--- config.mk ---
export PLATFORM = sky130hd
export DESIGN_NAME = uart_mem_loader
export DESIGN_NICKNAME = d
export VERILOG_FILES = /design/src/rtl/uart_mem_loader_pkg.sv /design/src/rtl/uart_rx_byte.sv /design/src/rtl/uart_mem_loader.sv
export SDC_FILE = /design/constraint.sdc
export NUM_CORES = 1
export LEC_CHECK = 0
export CELL_PAD_IN_SITES_DETAIL_PLACEMENT = 0
export CELL_PAD_IN_SITES_GLOBAL_PLACEMENT = 2
export CORE_MARGIN = 1
export CORE_UTILIZATION = 30
export DETAILED_ROUTE_END_ITERATION = 10
export DONT_BUFFER_PORTS = 1
export HOLD_SLACK_MARGIN = 0.03
export PLACE_DENSITY_LB_ADDON = 0.1
export SLEW_MARGIN = 15
export SYNTH_ARGS = -nofsm -noshare
export SYNTH_HDL_FRONTEND = slang
export SYNTH_SLANG_ARGS = --single-unit
--- constraint.sdc ---
create_clock -name i_clk -period 1.8 [get_ports i_clk]
set_input_delay 0.18 -clock i_clk [delete_from_list [all_inputs] [get_ports i_clk]]
set_output_delay 0.18 -clock i_clk [all_outputs]
set_load 0.01 [all_outputs]
--- src/rtl/uart_mem_loader_pkg.sv ---
// Shared encodings and defaults for the UART memory loader and its matching transmitter.
// No logic here; imported by the loader, the RX byte receiver and the loopback bench.
package uart_mem_loader_pkg;

    localparam int DEFAULT_CLKS_PER_BIT = 868;

    typedef enum logic [1:0] {
        U_IDLE,
        U_START,
        U_DATA,
        U_STOP
    } uart_state_t;

    typedef enum logic {
        L_IDLE,
        L_LOAD
    } load_state_t;

endpackage

--- src/rtl/uart_rx_byte.sv ---
// 8N1 receiver: 2-flop rx synchroniser, mid-bit sampling; one-cycle byte/frame-error pulses at the stop-bit sample.
// No backpressure: a byte pulse is lost unless consumed that cycle; held in U_IDLE while i_en is low.
module uart_rx_byte
    import uart_mem_loader_pkg::*;
#(
    parameter int CLKS_PER_BIT = DEFAULT_CLKS_PER_BIT
) (
    input  logic       i_clk,
    input  logic       i_rst,
    input  logic       i_en,
    input  logic       i_rx,
    output logic       o_byte_vld,
    output logic [7:0] o_byte_dat,
    output logic       o_frame_err_pulse
);

    localparam logic [15:0] LP_FULL = 16'(CLKS_PER_BIT - 1);
    localparam logic [15:0] LP_HALF = 16'(CLKS_PER_BIT / 2 - 1);

    uart_state_t r_state;
    uart_state_t w_state_nxt;
    logic        r_rx_meta;
    logic        r_rx_sync;
    logic [15:0] r_cnt;
    logic [2:0]  r_bit_idx;
    logic [7:0]  r_shift;
    logic        w_cnt_clr;
    logic        w_shift_en;

    always_ff @(posedge i_clk) begin
        if (i_rst) begin
            r_state   <= U_IDLE;
            r_rx_meta <= 1'b1;
            r_rx_sync <= 1'b1;
            r_cnt     <= '0;
            r_bit_idx <= '0;
            r_shift   <= '0;
        end else begin
            r_state   <= w_state_nxt;
            r_rx_meta <= i_rx;
            r_rx_sync <= r_rx_meta;
            r_cnt     <= w_cnt_clr ? '0 : r_cnt + 16'd1;
            if (r_state == U_IDLE) begin
                r_bit_idx <= '0;
            end else if (w_shift_en) begin
                r_shift   <= {r_rx_sync, r_shift[7:1]};
                r_bit_idx <= r_bit_idx + 3'd1;
            end
        end
    end

    always_comb begin
        w_state_nxt       = r_state;
        w_cnt_clr         = 1'b0;
        w_shift_en        = 1'b0;
        o_byte_vld        = 1'b0;
        o_frame_err_pulse = 1'b0;
        case (r_state)
            U_IDLE: begin
                w_cnt_clr = 1'b1;
                if (!r_rx_sync) w_state_nxt = U_START;
            end
            U_START: begin
                // A start bit still high at mid-bit is a glitch, not a frame.
                if (r_cnt == LP_HALF) begin
                    w_cnt_clr   = 1'b1;
                    w_state_nxt = r_rx_sync ? U_IDLE : U_DATA;
                end
            end
            U_DATA: begin
                if (r_cnt == LP_FULL) begin
                    w_cnt_clr  = 1'b1;
                    w_shift_en = 1'b1;
                    if (r_bit_idx == 3'd7) w_state_nxt = U_STOP;
                end
            end
            U_STOP: begin
                if (r_cnt == LP_FULL) begin
                    w_cnt_clr         = 1'b1;
                    w_state_nxt       = U_IDLE;
                    o_byte_vld        = r_rx_sync & i_en;
                    o_frame_err_pulse = ~r_rx_sync & i_en;
                end
            end
        endcase
        if (!i_en) w_state_nxt = U_IDLE;
    end

    assign o_byte_dat = r_shift;

endmodule

--- src/rtl/uart_mem_loader.sv ---
// Loads NUM_WORDS big-endian 16-bit words from UART into memory at addresses 0.., then raises done.
// Write strobe lands one cycle after the second byte of a pair; no memory backpressure is honoured.
module uart_mem_loader
    import uart_mem_loader_pkg::*;
#(
    parameter int CLKS_PER_BIT = DEFAULT_CLKS_PER_BIT,
    parameter int NUM_WORDS    = 256,
    parameter int ADDR_W       = 16
) (
    input  logic              i_clk,
    input  logic              i_rst,
    input  logic              i_receive,
    input  logic              i_rx,
    output logic              o_mem_wr,
    output logic [ADDR_W-1:0] o_mem_addr,
    output logic [15:0]       o_mem_wdata,
    output logic              o_busy,
    output logic              o_done,
    output logic              o_frame_err,
    output logic              o_rx_LED
);

    localparam int              CNT_W  = ADDR_W + 1;
    localparam logic [CNT_W-1:0] LP_NUM = CNT_W'(NUM_WORDS);
    localparam logic [CNT_W-1:0] LP_ONE = CNT_W'(1);

    load_state_t       r_lstate;
    load_state_t       w_lstate_nxt;
    logic              r_receive_prev;
    logic [CNT_W-1:0]  r_word_cnt;
    logic [CNT_W-1:0]  w_cnt_inc;
    logic              r_phase;
    logic [7:0]        r_hi;
    logic              r_mem_wr;
    logic [ADDR_W-1:0] r_mem_addr;
    logic [15:0]       r_mem_wdata;
    logic              r_done;
    logic              r_frame_err;
    logic              w_start;
    logic              w_finish;
    logic              w_rx_en;
    logic              w_byte_vld;
    logic [7:0]        w_byte_dat;
    logic              w_frame_err_pulse;

    assign w_rx_en   = (r_lstate == L_LOAD);
    assign w_cnt_inc = r_word_cnt + LP_ONE;

    uart_rx_byte #(
        .CLKS_PER_BIT (CLKS_PER_BIT)
    ) u_rx (
        .i_clk             (i_clk),
        .i_rst             (i_rst),
        .i_en              (w_rx_en),
        .i_rx              (i_rx),
        .o_byte_vld        (w_byte_vld),
        .o_byte_dat        (w_byte_dat),
        .o_frame_err_pulse (w_frame_err_pulse)
    );

    always_comb begin
        w_lstate_nxt = r_lstate;
        w_start      = 1'b0;
        w_finish     = 1'b0;
        case (r_lstate)
            L_IDLE: begin
                if (i_receive && !r_receive_prev) begin
                    w_lstate_nxt = L_LOAD;
                    w_start      = 1'b1;
                end
            end
            L_LOAD: begin
                if (r_mem_wr && (w_cnt_inc == LP_NUM)) begin
                    w_lstate_nxt = L_IDLE;
                    w_finish     = 1'b1;
                end
            end
        endcase
    end

    always_ff @(posedge i_clk) begin
        if (i_rst) begin
            r_lstate       <= L_IDLE;
            r_receive_prev <= 1'b0;
            r_word_cnt     <= '0;
            r_phase        <= 1'b0;
            r_hi           <= '0;
            r_mem_wr       <= 1'b0;
            r_mem_addr     <= '0;
            r_mem_wdata    <= '0;
            r_done         <= 1'b0;
            r_frame_err    <= 1'b0;
        end else begin
            r_lstate       <= w_lstate_nxt;
            r_receive_prev <= i_receive;
            r_mem_wr       <= 1'b0;
            if (w_start) begin
                r_done      <= 1'b0;
                r_frame_err <= 1'b0;
                r_word_cnt  <= '0;
                r_phase     <= 1'b0;
            end
            if (r_lstate == L_LOAD) begin
                if (w_byte_vld) begin
                    if (!r_phase) begin
                        r_hi    <= w_byte_dat;
                        r_phase <= 1'b1;
                    end else begin
                        r_mem_wr    <= 1'b1;
                        r_mem_addr  <= r_word_cnt[ADDR_W-1:0];
                        r_mem_wdata <= {r_hi, w_byte_dat};
                        r_phase     <= 1'b0;
                    end
                end
                // A bad stop bit drops the byte but keeps the pairing phase intact.
                if (w_frame_err_pulse) r_frame_err <= 1'b1;
                if (r_mem_wr) r_word_cnt <= w_cnt_inc;
            end
            if (w_finish) r_done <= 1'b1;
        end
    end

    assign o_mem_wr    = r_mem_wr;
    assign o_mem_addr  = r_mem_addr;
    assign o_mem_wdata = r_mem_wdata;
    assign o_busy      = w_rx_en;
    assign o_rx_LED    = w_rx_en;
    assign o_done      = r_done;
    assign o_frame_err = r_frame_err;

endmodule

# [Word-level counts from Yosys, hierarchy flattened]
# Index checks and enable logic that the tools add are counted.
# Widths: inputs -> output; s select.
[totals] regBits=94 inputBits=4 out_inout_bits=37 elab_cells=86
[classes] addsub=3 n_eq_ne=12 mux=34 bitwise=7 reduce_logical=14
[op_table] cell="$mux 17" count=3
[op_table] cell="$mux 1" count=22
[op_table] cell="$add 17x1->17 const B" count=1
[op_table] cell="$eq 17x9->1 const B" count=1
[op_table] cell="$add 16x1->16 const B" count=1
[op_table] cell="$eq 16x10->1 const B" count=1
[op_table] cell="$eq 16x9->1 const B" count=1
[op_table] cell="$mux 2" count=6
[op_table] cell="$ne 2x1->1 const B" count=4
[op_table] cell="$pmux 2 s4" count=1
[op_table] cell="$reduce_or 2->1" count=4
[op_table] cell="$reduce_and 3->1" count=2
[op_table] cell="$not 1->1" count=5
[op_table] cell="$reduce_and 5->1" count=1
[op_table] cell="$eq 2x2->1 const B" count=2
[op_table] cell="$add 3x1->3 const B" count=1
[op_table] cell="$eq 3x3->1 const B" count=1
[op_table] cell="$pmux 1 s3" count=1
[op_table] cell="$reduce_or 3->1" count=1
[op_table] cell="$and 1x1->1" count=2
[op_table] cell="$eq 2x1->1 const B" count=1
[op_table] cell="$logic_and 1x1->1" count=2
[op_table] cell="$logic_not 2->1" count=1
[op_table] cell="$ne 2x2->1 const B" count=1
[op_table] cell="4 further kinds" count=4

# [Longest topological paths before layout]
# Gate-level depths: netlist of the first run.
[logic_depth] ltp_word=7 depth_mapped=7 depth_no_buf=6

# [Cells and area by module]
# A second synthesis of the first run with hierarchy kept.
[hier_totals] hier_cells=406 area_unflattened_um2=3885.0
[modules_own_cells] module="uart_mem_loader" n_inst=1 cells_each=248 area_per_inst_um2=2461.1 seq_area_each_um2=1261.2
[modules_own_cells] module="uart_rx_byte" n_inst=1 cells_each=158 area_per_inst_um2=1423.9 seq_area_each_um2=620.6

# [Worst setup path before layout of the first run]
# OpenSTA, ideal clock, no wires.
[synth_path] path_kind="reg-to-reg" start="register u_rx.r_cnt[0]" end="register u_rx.r_shift[0], in the netlist u_rx.o_byte_dat[0]" setup_ps=128 t_arrival_ps=1769 required_time_ps=1672 path_slack_ps=-97 path_stages_with_launch=8 path_buffers=1 period_less_slack_ps=1897 cell_sequence="dfxtp_1 ha_1 nand2b_1 or3_1 nor4_1 buf_2 mux2i_1 nor2_1"
[synth_via] elab_chain_len=4
[synth_rtl] item="from (decl)" line="uart_rx_byte.sv:24" source="logic [15:0] r_cnt;"
[synth_rtl] item="from (signal assigned)" line="uart_rx_byte.sv:42" source="r_cnt <= w_cnt_clr ? '0 : r_cnt + 16'd1;"
[synth_rtl] item="$eq 16x10->1" line="uart_rx_byte.sv:71" source="if (r_cnt == LP_FULL) begin"
[synth_rtl] item="$mux 1" line="uart_rx_byte.sv:71"
[synth_rtl] item="$mux 1" line="uart_rx_byte.sv:58" source="case (r_state)"
[synth_rtl] item="$reduce_and 2->1 (no source line)"
[synth_rtl] item="to (signal assigned)" line="uart_rx_byte.sv:46" source="r_shift <= {r_rx_sync, r_shift[7:1]};"
[synth_rtl] item="to (decl)" line="uart_rx_byte.sv:26" source="logic [7:0] r_shift;"
# No other way between the ends.
# A chain may end at the register's enable or synchronous reset.

# [Worst setup path after layout of the first run]
[layout_path] start="register u_rx.r_cnt[12]" end="register r_mem_wdata[3], in the netlist o_mem_wdata[3]"
[layout_via] elab_chain_len=4
[layout_rtl] item="$eq 16x10->1" line="uart_rx_byte.sv:78" source="if (r_cnt == LP_FULL) begin"
[layout_rtl] item="$mux 1" line="uart_rx_byte.sv:78"
[layout_rtl] item="$mux 1" line="uart_rx_byte.sv:58"
[layout_rtl] item="$reduce_and 3->1 (no source line)"
[layout_rtl] item="to (signal assigned)" line="uart_mem_loader.sv:111" source="r_mem_wdata <= {r_hi, w_byte_dat};"
[layout_rtl] item="to (decl)" line="uart_mem_loader.sv:36" source="logic [15:0] r_mem_wdata;"
# No other way between the ends.

==> impl_metrics.csv, run 1 <==
group,metric,value,unit
detailed_routing,routed_wl,10900,um
clock_network,clk_path_buf_depth,2,
final_layout,antenna_cells,0,
critical_path,end_kind,"flip-flop",
synthesis,synth_seq_area_share,45.0,%
power_and_ir_drop,powerDensity,772,nW/um^2
clock_network,cts_sinks,94,
detailed_routing,dr.pass1.iters,4,
sta,fin_ws,-0.0487,ns
synthesis,synth_edf_count,0,
die,core,13400,um^2
synthesis,netlist.area_leader.share,45.0,%
die,die_area,14400,um^2
sta,period_needed,1.85,ns
critical_path,critPathRequiredTime,2.03,ns
sta,final.setup.tns,-1.05,ns
final_layout,nNetsFinal,527,
die,start_util,31.2,%
synthesis,syn_nets,464,
sta,hold_viol_final,0,
sta,worst_slew_pin_slew,0.341,ns
synthesis,syn_area,4180,um^2
critical_path,crit_family,"simple AND/OR/NAND/NOR gates",
critical_path,path_class,"reg2reg",
synthesis,ys.flop_type,"dfxtp_1",
critical_path,critPathMaxFanout,6,
clock_network,cts_buffers,9,
global_routing,antenna_found_initial,0,
die,die_y,120,um
synthesis,synth_cells,455,
final_layout,final_cell_area,5440,um^2
global_routing,track_usage,15.6,%
synthesis,syn_avg_cell_area,9.20,um^2
clock_network,htree_levels,3,
detailed_routing,vias,3415,
clock_network,clock_latency,0.35,ns
sta,whs,0.0487,ns
final_layout,seqCellArea,1900,um^2
final_layout,fillers,1368,
sta,finalCritPeriodShare,103,%
synthesis,ys_ff_latch,94,
final_layout,multiInputGateArea,2240,um^2
synthesis,yosys_warnings,0,
synthesis,async_flop_share,0,%
placement,io_buffers,0,
die,die_x,120,um
critical_path,slowest_delay,0.33,ns
global_routing,gr-total-overflow,0,
synthesis,synth.area.top_cells,"dfxtp_1 45%, mux2i_1 12%, nor2_1 7.7%",
sta,fin_worst_skew,0.00541,ns
clock_network,cts_tree,"yes",
synthesis,synth_area_leader_cell,"dfxtp_1",
synthesis,synthSimpleGateAreaFrac,23.5,%
worst_hold_path,holdCritPathClass,"in2reg",
die,core.rowCount,42,
detailed_routing,wire_per_inst,15.6,um
detailed_routing,via_per_inst,4.90,
critical_path,slowest_stage,"dfxtp_2",
synthesis,synth_top_family_by_area,"simple AND/OR/NAND/NOR gates",
sta,relSlewSlack,77.2,%
final_layout,area_growth,30.1,%
power_and_ir_drop,power.leakage,0.00225,uW
critical_path,crit_chain,"nor4_4, buf_4, and4_4, nand4_4, clkbuf_16, mux2i_1, nor2_1",
run_status,outcome,"finished with violations",
global_routing,grt_first_pass_wirelength,17400,um
detailed_routing,drcViolationCount,0,
sta,fmax,541,MHz
global_routing,grt_max_degree,75,
critical_path,crit_buf_inv,2,
sta,grt_setup_unrepaired,"yes",
synthesis,synth_xor_area_share,3.77,%
placement,place_hpwl,7120,um
synthesis,synth_compound_area_share,9.96,%
critical_path,crit_path_start_kind,"flip-flop",
critical_path,worstPathArrival,2.08,ns
placement,place_congestion,0.767,
synthesis,synthAdderAreaFrac,1.50,%
synthesis,synthMuxAreaShare,12.2,%
detailed_routing,initialDrtViolationCount,153,
die,io_pins,41,
job,max_cap_viol_count,0,
sta,finalSetupViolations,53,
run_status,violations,"negative setup slack",
detailed_routing,ant_nets,0,
clock_network,cts_root_buf,"clkbuf_16",
global_routing,grt_pass1_vias,3290,
placement,placed_cell_area,4810,um^2
power_and_ir_drop,peakVddDrop,0.000362,V
final_layout,final_core_util,40.6,%
clock_network,clk_pin_slew,0.06,ns
synthesis,synth_cell_types,60,
sta,report.final.slew_viol_count,0,
final_layout,drive_gt1_share,25.5,%
registers in the layout (all words and copies together), names as in the netlist, named ones only:
signal           flops
r_phase              1
r_word_cnt          17
o_mem_addr          16
o_mem_wdata         16
u_rx.r_rx_meta       1
r_hi                 8
u_rx.r_rx_sync       1
o_frame_err          1
o_mem_wr             1
o_done               1
u_rx.o_byte_dat      8
u_rx.r_state         1
r_receive_prev       1
u_rx.r_bit_idx       3
u_rx.r_cnt          16
o_busy               1
worst reg2reg max path: stages (launching register included):
cell and delay [ns]:
dfxtp_2 0.33, nor4_4 0.28, buf_4 0.15, and4_4 0.30
nand4_4 0.21, clkbuf_16 0.25, mux2i_1 0.15, nor2_1 0.06
per-layer routing:
layer / share of wire [%] / up-vias / global-route usage, %
met3: 3.1 / 17 / 2.80
met2: 49 / 46 / 25.9
li1: - / 1728 / -
met5: 0 / - / 0
met1: 45 / 1624 / 19.1
met4: 2.6 / 0 / 8.52
kinds of logic (layout without fill, tap and decap cells):
kind of cell	count (synthesis)	after routing
adders and majority gates	5	5
buffers and inverters	36	102
muxes	51	51
xor gates and xnor gates	18	18
AOI/OAI and AO/OA	61	61
and+or+nand+nor	190	190
DFF	94	94
worst paths after layout:
check / slack (ns) / depth (start not counted) / end / startpoint
max: -0.05 / 7 / o_mem_wdata[3]$_SDFFE_PP0P_ / u_rx.r_cnt[12]$_SDFF_PP0_
min: 0.05 / 2 / r_phase$_SDFF_PP0_ / i_rst
max reg2reg: -0.05 / 7 / o_mem_wdata[3]$_SDFFE_PP0P_ / u_rx.r_cnt[12]$_SDFF_PP0_
min reg2reg: 0.41 / 1 / u_rx.r_rx_sync$_SDFF_PP1_ / u_rx.r_rx_meta$_SDFF_PP1_
synth_stat cells (all sizes together), types with 3 or more instances:
cell type,count
nor3,6
o21ai,17
and2,5
or3,6
or4,5
nor4,7
clkbuf,15
nand3,13
ha,5
dfxtp,94
a21oi,20
nand2b,4
nand4,13
mux2i,51
xor2,9
or2,3
inv,4
nor2b,4
and3,4
a311oi,5
nor2,87
buf,16
a31oi,3
and4,4
nand2,24
xnor2,9
stage by stage:
step	power (uW)	setup slack, ns	cells
2_1_floorplan	2190	0.0122	455
3_3_place_gp	2190	-0.102	667
3_5_place_dp	2190	-0.122	667
4_1_cts	4290	-0.0412	686
5_1_grt	4370	-0.168	697
6_report	4200	-0.0487	697
cell type report:
class                           count  area share, %
Clock buffer                        9           4.14
Clock inverter                      5           1.56
Inverter                            5          0.345
Multi-Input combinational cell    325           41.1
Sequential cell                    94           34.8
Tap cell                          176           4.05
Timing Repair Buffer               83           14.0
layout by cell type, fill, tap and decap left out, types with 4 or more instances in the layout:
cell and n:
a21oi_1 18, a311oi_1 5, and2_1 5, buf_4 65, buf_6 8, clkbuf_16 11, dfxtp_1 83, dfxtp_2 11
inv_1 4, mux2i_1 49, nand2_1 23, nand2b_1 4, nand3_1 12, nand4_1 10, nor2_1 86, nor2b_1 4
nor3_1 5, o21ai_0 10, o21ai_1 7, or3_1 5, or4_1 4, xnor2_1 9, xor2_1 9
timing repair:
| item | CTS | global route |
|---|---|---|
| setup buffers | 0 | 9 |
| endpoints found under the hold margin | 74 | 0 |
| resized for setup | 14 | 24 |
| hold buffers | 4 | 0 |
| setup endpoints to repair | 72 | 73 |
| pin swaps | 6 | 27 |
| gates cloned | 1 | 3 |
report_power, final:
group          internal [uW]  switching, uW  total, uW
Combinational           35.4           58.8       94.3
Sequential              2080           5.18       2090
Clock                   1210            810       2020
Total                   3330            874       4200
(Power assumes the default switching activity.)
==> inputs of run 2 (changes only) <==
--- a/config.mk
+++ b/config.mk
@@ -9,10 +9,11 @@
 export CELL_PAD_IN_SITES_GLOBAL_PLACEMENT = 2
 export CORE_MARGIN = 1
 export CORE_UTILIZATION = 30
+export CTS_BUF_LIST = sky130_fd_sc_hd__clkbuf_4 sky130_fd_sc_hd__clkbuf_8 sky130_fd_sc_hd__clkbuf_16
 export DETAILED_ROUTE_END_ITERATION = 10
 export DONT_BUFFER_PORTS = 1
 export HOLD_SLACK_MARGIN = 0.03
-export PLACE_DENSITY_LB_ADDON = 0.1
+export PLACE_DENSITY = 0.68
 export SLEW_MARGIN = 15
 export SYNTH_ARGS = -nofsm -noshare
 export SYNTH_HDL_FRONTEND = slang
==> run 2 against run 1 <==
  * The run ends with negative hold slack, negative setup slack left
  * Sequential power about the same
  * Critical path depth unchanged
  * Sequential share of layout area increased by 1.7 points
  * Design area decreased by 4.8%
  * Total power decreased by 4.7%
  * Flip-flop and latch count unchanged
==> impl_metrics.csv, run 2 (same netlist as run 1, synthesis figures left out) <==
group,metric,value,unit
run_status,outcome,"finished with violations",
run_status,violations,"negative hold slack, negative setup slack",
global_routing,grt_busiest_layer,"met2",
critical_path,critPathRequiredTime,2.03,ns
critical_path,r2r-start,"u_rx.r_cnt[1]$_SDFF_PP0_",
power_and_ir_drop,peakVddDrop,0.000362,V
global_routing,grt_pass1_vias,3281,
die,die_area,14400,um^2
clock_network,clk_pin_slew,0.07,ns
sta,worst_slew_pin_slew,0.622,ns
final_layout,area_growth,23.8,%
clock_network,clk_path_buf_depth,2,
final_layout,seqCellArea,1890,um^2
sta,fin_worst_skew,0.00942,ns
die,core,13400,um^2
clock_network,cts_buffers,9,
critical_path,crit_path_start_kind,"flip-flop",
critical_path,crit_chain,"inv_1, ha_1, or4bb_1, o311a_4, o21bai_4, buf_12, nor2_1",
global_routing,track_usage,14.3,%
sta,hold_viol_final,69,
final_layout,nNetsFinal,510,
sta,final.setup.tns,-0.354,ns
clock_network,htree_levels,3,
sta,finalCritPeriodShare,102,%
clock_network,cts_root_buf,"clkbuf_16",
power_and_ir_drop,powerDensity,773,nW/um^2
critical_path,worstPathArrival,2.06,ns
sta,relSlewSlack,58.1,%
detailed_routing,drcViolationCount,0,
detailed_routing,dr.pass1.iters,4,
final_layout,final_common_cell,"nor2_1",
final_layout,final_cell_mix,"86 x nor2_1, 85 x dfxtp_1, 56 x buf_4, 51 x mux2i_1, 24 x nand2_1",
sta,fin_ws,-0.0334,ns
critical_path,path_class,"reg2reg",
final_layout,largest_register_ffs,17,
placement,io_buffers,0,
global_routing,grt_first_pass_wirelength,16300,um
die,core.rowCount,42,
clock_network,cts_tree,"yes",
worst_hold_path,holdCritPathClass,"in2reg",
detailed_routing,initialDrtViolationCount,145,
job,max_cap_viol_count,0,
critical_path,endpoint,"u_rx.r_cnt[15]$_SDFF_PP0_",
critical_path,path_depth,7,
detailed_routing,ant_nets,0,
sta,whs,-0.0952,ns
critical_path,timing.rr.end,"u_rx.r_cnt[15]$_SDFF_PP0_",
global_routing,antenna_found_initial,0,
detailed_routing,wire_per_inst,14.1,um
power_and_ir_drop,power,4000,uW
power_and_ir_drop,p_sw,890,uW
final_layout,fillers,1362,
sta,fmax,545,MHz
power_and_ir_drop,intPower,3120,uW
final_layout,antenna_cells,0,
final_layout,regMostFlops,"r_word_cnt",
placement,numPlacedInstances,660,
die,start_util,31.2,%
global_routing,met3_usage,2.52,%
sta,finalSetupViolations,21,
critical_path,crit_buf_inv,2,
detailed_routing,via_per_inst,4.83,
critical_path,slowest_delay,0.51,ns
global_routing,grt_util_met1,17.4,%
critical_path,slowest_stage,"or4bb_1",
power_and_ir_drop,pwr-share-comb,1.4,%
placement,place_hpwl,6720,um
clock_network,cts_hold_buf,4,
detailed_routing,routed_wl,9610,um
placement,place_congestion,0.802,
global_routing,gr-total-overflow,0,
die,die_y,120,um
power_and_ir_drop,seqPwrFrac,52.1,%
sta,grt_setup_unrepaired,"yes",
critical_path,end_kind,"flip-flop",
die,io_pins,41,
clock_network,clock_latency,0.35,ns
critical_path,startpoint,"u_rx.r_cnt[1]$_SDFF_PP0_",
final_layout,final_cell_area,5180,um^2
power_and_ir_drop,p_clk_share,46.4,%
final_layout,drive_gt1_share,22.3,%
global_routing,grt_max_degree,80,
critical_path,critPathMaxFanout,16,
sta,period_needed,1.83,ns
placement,placed_cell_area,4760,um^2
final_layout,multiInputGateArea,2210,um^2
sta,report.final.slew_viol_count,0,
critical_path,r2r_slack,-0.03,ns
critical_path,reg2reg_depth,7,
power_and_ir_drop,p_sw_share,22.2,%
final_layout,stdcell_count,682,
die,die_x,120,um
clock_network,cts_sinks,94,
critical_path,crit_family,"simple AND/OR/NAND/NOR gates",
final_layout,final_core_util,38.7,%
global_routing,grt_use_met2,23.8,%
power_and_ir_drop,power.leakage,0.00213,uW
detailed_routing,vias,3293,
[run 2: area by class of cell]
class	instances	area share [%]
inverters	5	0.362
multi-input cells	325	42.6
flip-flops and latches	94	36.5
clock inverters	5	0.749
clock buffers	11	4.76
well taps	176	4.25
repair buffers	66	10.7
[run 2: how the worst min path moves through the flow]
stage                                      endpoint  slack, ns   from  cells past startpoint
global route        u_rx.o_byte_dat[2]$_SDFFE_PP0P_      -0.11  i_rst                      1
floorplan                 u_rx.r_rx_meta$_SDFF_PP1_       0.28   i_rx                      1
global placement     u_rx.r_bit_idx[2]$_SDFFE_PP0P_       0.26  i_rst                      1
finish                  o_mem_wdata[8]$_SDFFE_PP0P_       -0.1  i_rst                      1
CTS                    o_mem_wdata[10]$_SDFFE_PP0P_      -0.11  i_rst                      1
detailed placement      o_mem_wdata[9]$_SDFFE_PP0P_       0.26  i_rst                      1
[run 2: layer usage]
layer | wire [um] | vias up
li1 | - | 1696
met1 | 4450 | 1541
met2 | 4630 | 36
met3 | 252 | 20
met4 | 278 | 0
met5 | 0 | -
[run 2: power by group through the flow]
stage	clock network, uW	registers [uW]	logic, uW
3_5_place_dp	0	2140	52.0
3_3_place_gp	0	2140	52.6
5_1_grt	2000	2090	63.7
4_1_cts	1920	2090	58.4
6_report	1860	2090	58.0
2_1_floorplan	0	2140	51.7
[run 2: through the flow]
stage                     hold slack (ns)  worst slack, ns
after floorplan                     0.284           0.0122
after global placement              0.259          -0.0796
after detailed placement            0.264          -0.0873
after CTS                          -0.112          -0.0335
after global routing               -0.110           -0.158
final                             -0.0952          -0.0334
[run 2: repair_timing]
item                                    in CTS  in global routing
endpoints found under the setup margin      62                 67
endpoints found under the hold margin       74                 71
gates resized for setup                     16                  6
pin swaps                                    3                  3
gates cloned                                 1                  0
setup buffers                                1                  0
==> inputs of run 3 (changes only) <==
--- a/config.mk
+++ b/config.mk
@@ -13,7 +13,7 @@
 export DETAILED_ROUTE_END_ITERATION = 10
 export DONT_BUFFER_PORTS = 1
 export HOLD_SLACK_MARGIN = 0.03
-export PLACE_DENSITY = 0.68
+export PLACE_DENSITY = 0.66
 export SLEW_MARGIN = 15
 export SYNTH_ARGS = -nofsm -noshare
 export SYNTH_HDL_FRONTEND = slang
==> constraint.sdc (replaced) <==
create_clock -name i_clk -period 1.9 [get_ports i_clk]
set_input_delay 0.19 -clock i_clk [delete_from_list [all_inputs] [get_ports i_clk]]
set_output_delay 0.19 -clock i_clk [all_outputs]
set_load 0.01 [all_outputs]
==> run 3 against run 2 <==
  * The run ends with negative hold slack left
  * Via count about the same
  * Critical path depth up 1
  * Design area up 1.1%
==> impl_metrics.csv, run 3 (same netlist as run 1, synthesis figures left out) <==
group,metric,value,unit
sta,finalCritPeriodShare,96.9,%
placement,place_hpwl,6820,um
die,die_y,120,um
power_and_ir_drop,power.leakage,0.00215,uW
detailed_routing,initialDrtViolationCount,226,
final_layout,area_growth,25.1,%
final_layout,nNetsFinal,505,
clock_network,cts_root_buf,"clkbuf_16",
sta,hold_viol_final,69,
detailed_routing,via_per_inst,4.87,
sta,fin_worst_skew,0.00762,ns
final_layout,final_core_util,39.1,%
job,max_cap_viol_count,0,
clock_network,clock_latency,0.35,ns
clock_network,clk_path_buf_depth,2,
sta,whs,-0.0910,ns
placement,io_buffers,0,
die,die_x,120,um
final_layout,final_common_cell,"dfxtp_1",
final_layout,stdcell_count,677,
clock_network,cts_hold_buf,6,
final_layout,largest_register_ffs,17,
sta,grt_setup_unrepaired,"yes",
critical_path,end_kind,"flip-flop",
detailed_routing,ant_nets,0,
global_routing,track_usage,14.7,%
global_routing,antenna_found_initial,0,
sta,finalSetupViolations,0,
global_routing,grt_pass1_vias,3269,
final_layout,seqCellArea,1890,um^2
final_layout,final_cell_mix,"90 x dfxtp_1, 86 x nor2_1, 51 x mux2i_1, 47 x buf_4, 24 x nand2_1",
placement,numPlacedInstances,652,
detailed_routing,routed_wl,10000,um
worst_hold_path,holdCritPathClass,"in2reg",
power_and_ir_drop,powerDensity,781,nW/um^2
sta,worst_slew_pin_slew,0.402,ns
sta,fin_ws,0.0597,ns
sta,relSlewSlack,73.0,%
clock_network,cts_tree,"yes",
final_layout,antenna_cells,0,
clock_network,htree_levels,3,
final_layout,fillers,1359,
die,die_area,14400,um^2
run_status,outcome,"finished with violations",
critical_path,critPathRequiredTime,2.14,ns
placement,placed_cell_area,4690,um^2
detailed_routing,drcViolationCount,0,
die,start_util,31.2,%
die,io_pins,41,
detailed_routing,dr.pass1.iters,4,
die,core.rowCount,42,
final_layout,regMostFlops,"r_word_cnt",
global_routing,gr-total-overflow,0,
sta,period_needed,1.84,ns
critical_path,crit_path_start_kind,"flip-flop",
clock_network,cts_sinks,94,
final_layout,final_cell_area,5240,um^2
detailed_routing,wire_per_inst,14.8,um
run_status,violations,"negative hold slack",
sta,report.final.slew_viol_count,0,
global_routing,grt_max_degree,80,
final_layout,drive_gt1_share,19.8,%
placement,place_congestion,0.772,
die,core,13400,um^2
placement,post-place-ws,-0.0138,ns
clock_network,clk_pin_slew,0.07,ns
final_layout,multiInputGateArea,2230,um^2
sta,fmax,543,MHz
critical_path,path_class,"reg2reg",
detailed_routing,vias,3294,
critical_path,critPathMaxFanout,11,
clock_network,cts_buffers,9,
power_and_ir_drop,peakVddDrop,0.000337,V
critical_path,worstPathArrival,2.08,ns
global_routing,grt_first_pass_wirelength,16600,um
-- run 3: worst paths after layout --
path,from,endpoint,slack (ns),cells after the start
worst max-delay path,u_rx.r_cnt[15]$_SDFF_PP0_,o_mem_addr[7]$_SDFFE_PP0P_,0.06,8
worst min-delay path,i_rst,o_mem_wdata[10]$_SDFFE_PP0P_,-0.09,1
worst max register to register,u_rx.r_cnt[15]$_SDFF_PP0_,o_mem_addr[7]$_SDFFE_PP0P_,0.06,8
worst min register to register,u_rx.r_bit_idx[1]$_SDFFE_PP0P_,u_rx.r_bit_idx[1]$_SDFFE_PP0P_,0.48,2
-- run 3: area by class of cell --
class,instances,area share [%]
flip-flops and latches,94,36.0
clock inverters,6,1.91
repair buffers,61,10.4
well taps,176,4.21
clock buffers,10,4.56
multi-input cells,325,42.6
inverters,5,0.358
-- run 3: report_power, final --
| part | switching [uW] | leakage, uW | total [uW] | internal, uW |
|---|---|---|---|---|
| clock network | 839 | 0.000167 | 2050 | 1220 |
| logic | 29.0 | 0.00122 | 57.7 | 28.7 |
| registers | 3.63 | 0.000760 | 1980 | 1970 |
| total | 871 | 0.00215 | 4090 | 3220 |
-- run 3: what timing repair did --
item                                    4_1_cts  5_1_grt
cloned                                        0        2
endpoints found under the hold margin        75       70
pin swaps                                     0        6
endpoints found under the setup margin       38       65
resized for setup                             2       20
buffers inserted                              0        1
-- run 3: per-layer routing --
| layer | track usage (%) | wire length (um) | part of all wire, % |
|---|---|---|---|
| met4 | 7.19 | 103 | 1.0 |
| met5 | 0 | 0 | 0 |
| met2 | 24.2 | 5070 | 50 |
| met3 | 2.95 | 200 | 2.0 |
| met1 | 18.3 | 4670 | 47 |
-- run 3: metrics by stage --
stage	power [uW]	TNS (ns)
global placement	2070	-0.0319
detailed placement	2070	-0.0138
floorplan	2070	0
CTS	4170	0
finish	4090	0
global route	4250	-1.71
-- run 3: worst max-delay path, cell delays in order, from the launching register on --
cell	delay, ns
dfxtp_2	0.34
nor4_4	0.29
buf_4	0.15
and4_1	0.20
buf_6	0.14
nand4_4	0.16
buf_12	0.22
mux2i_1	0.18
nor2_1	0.06
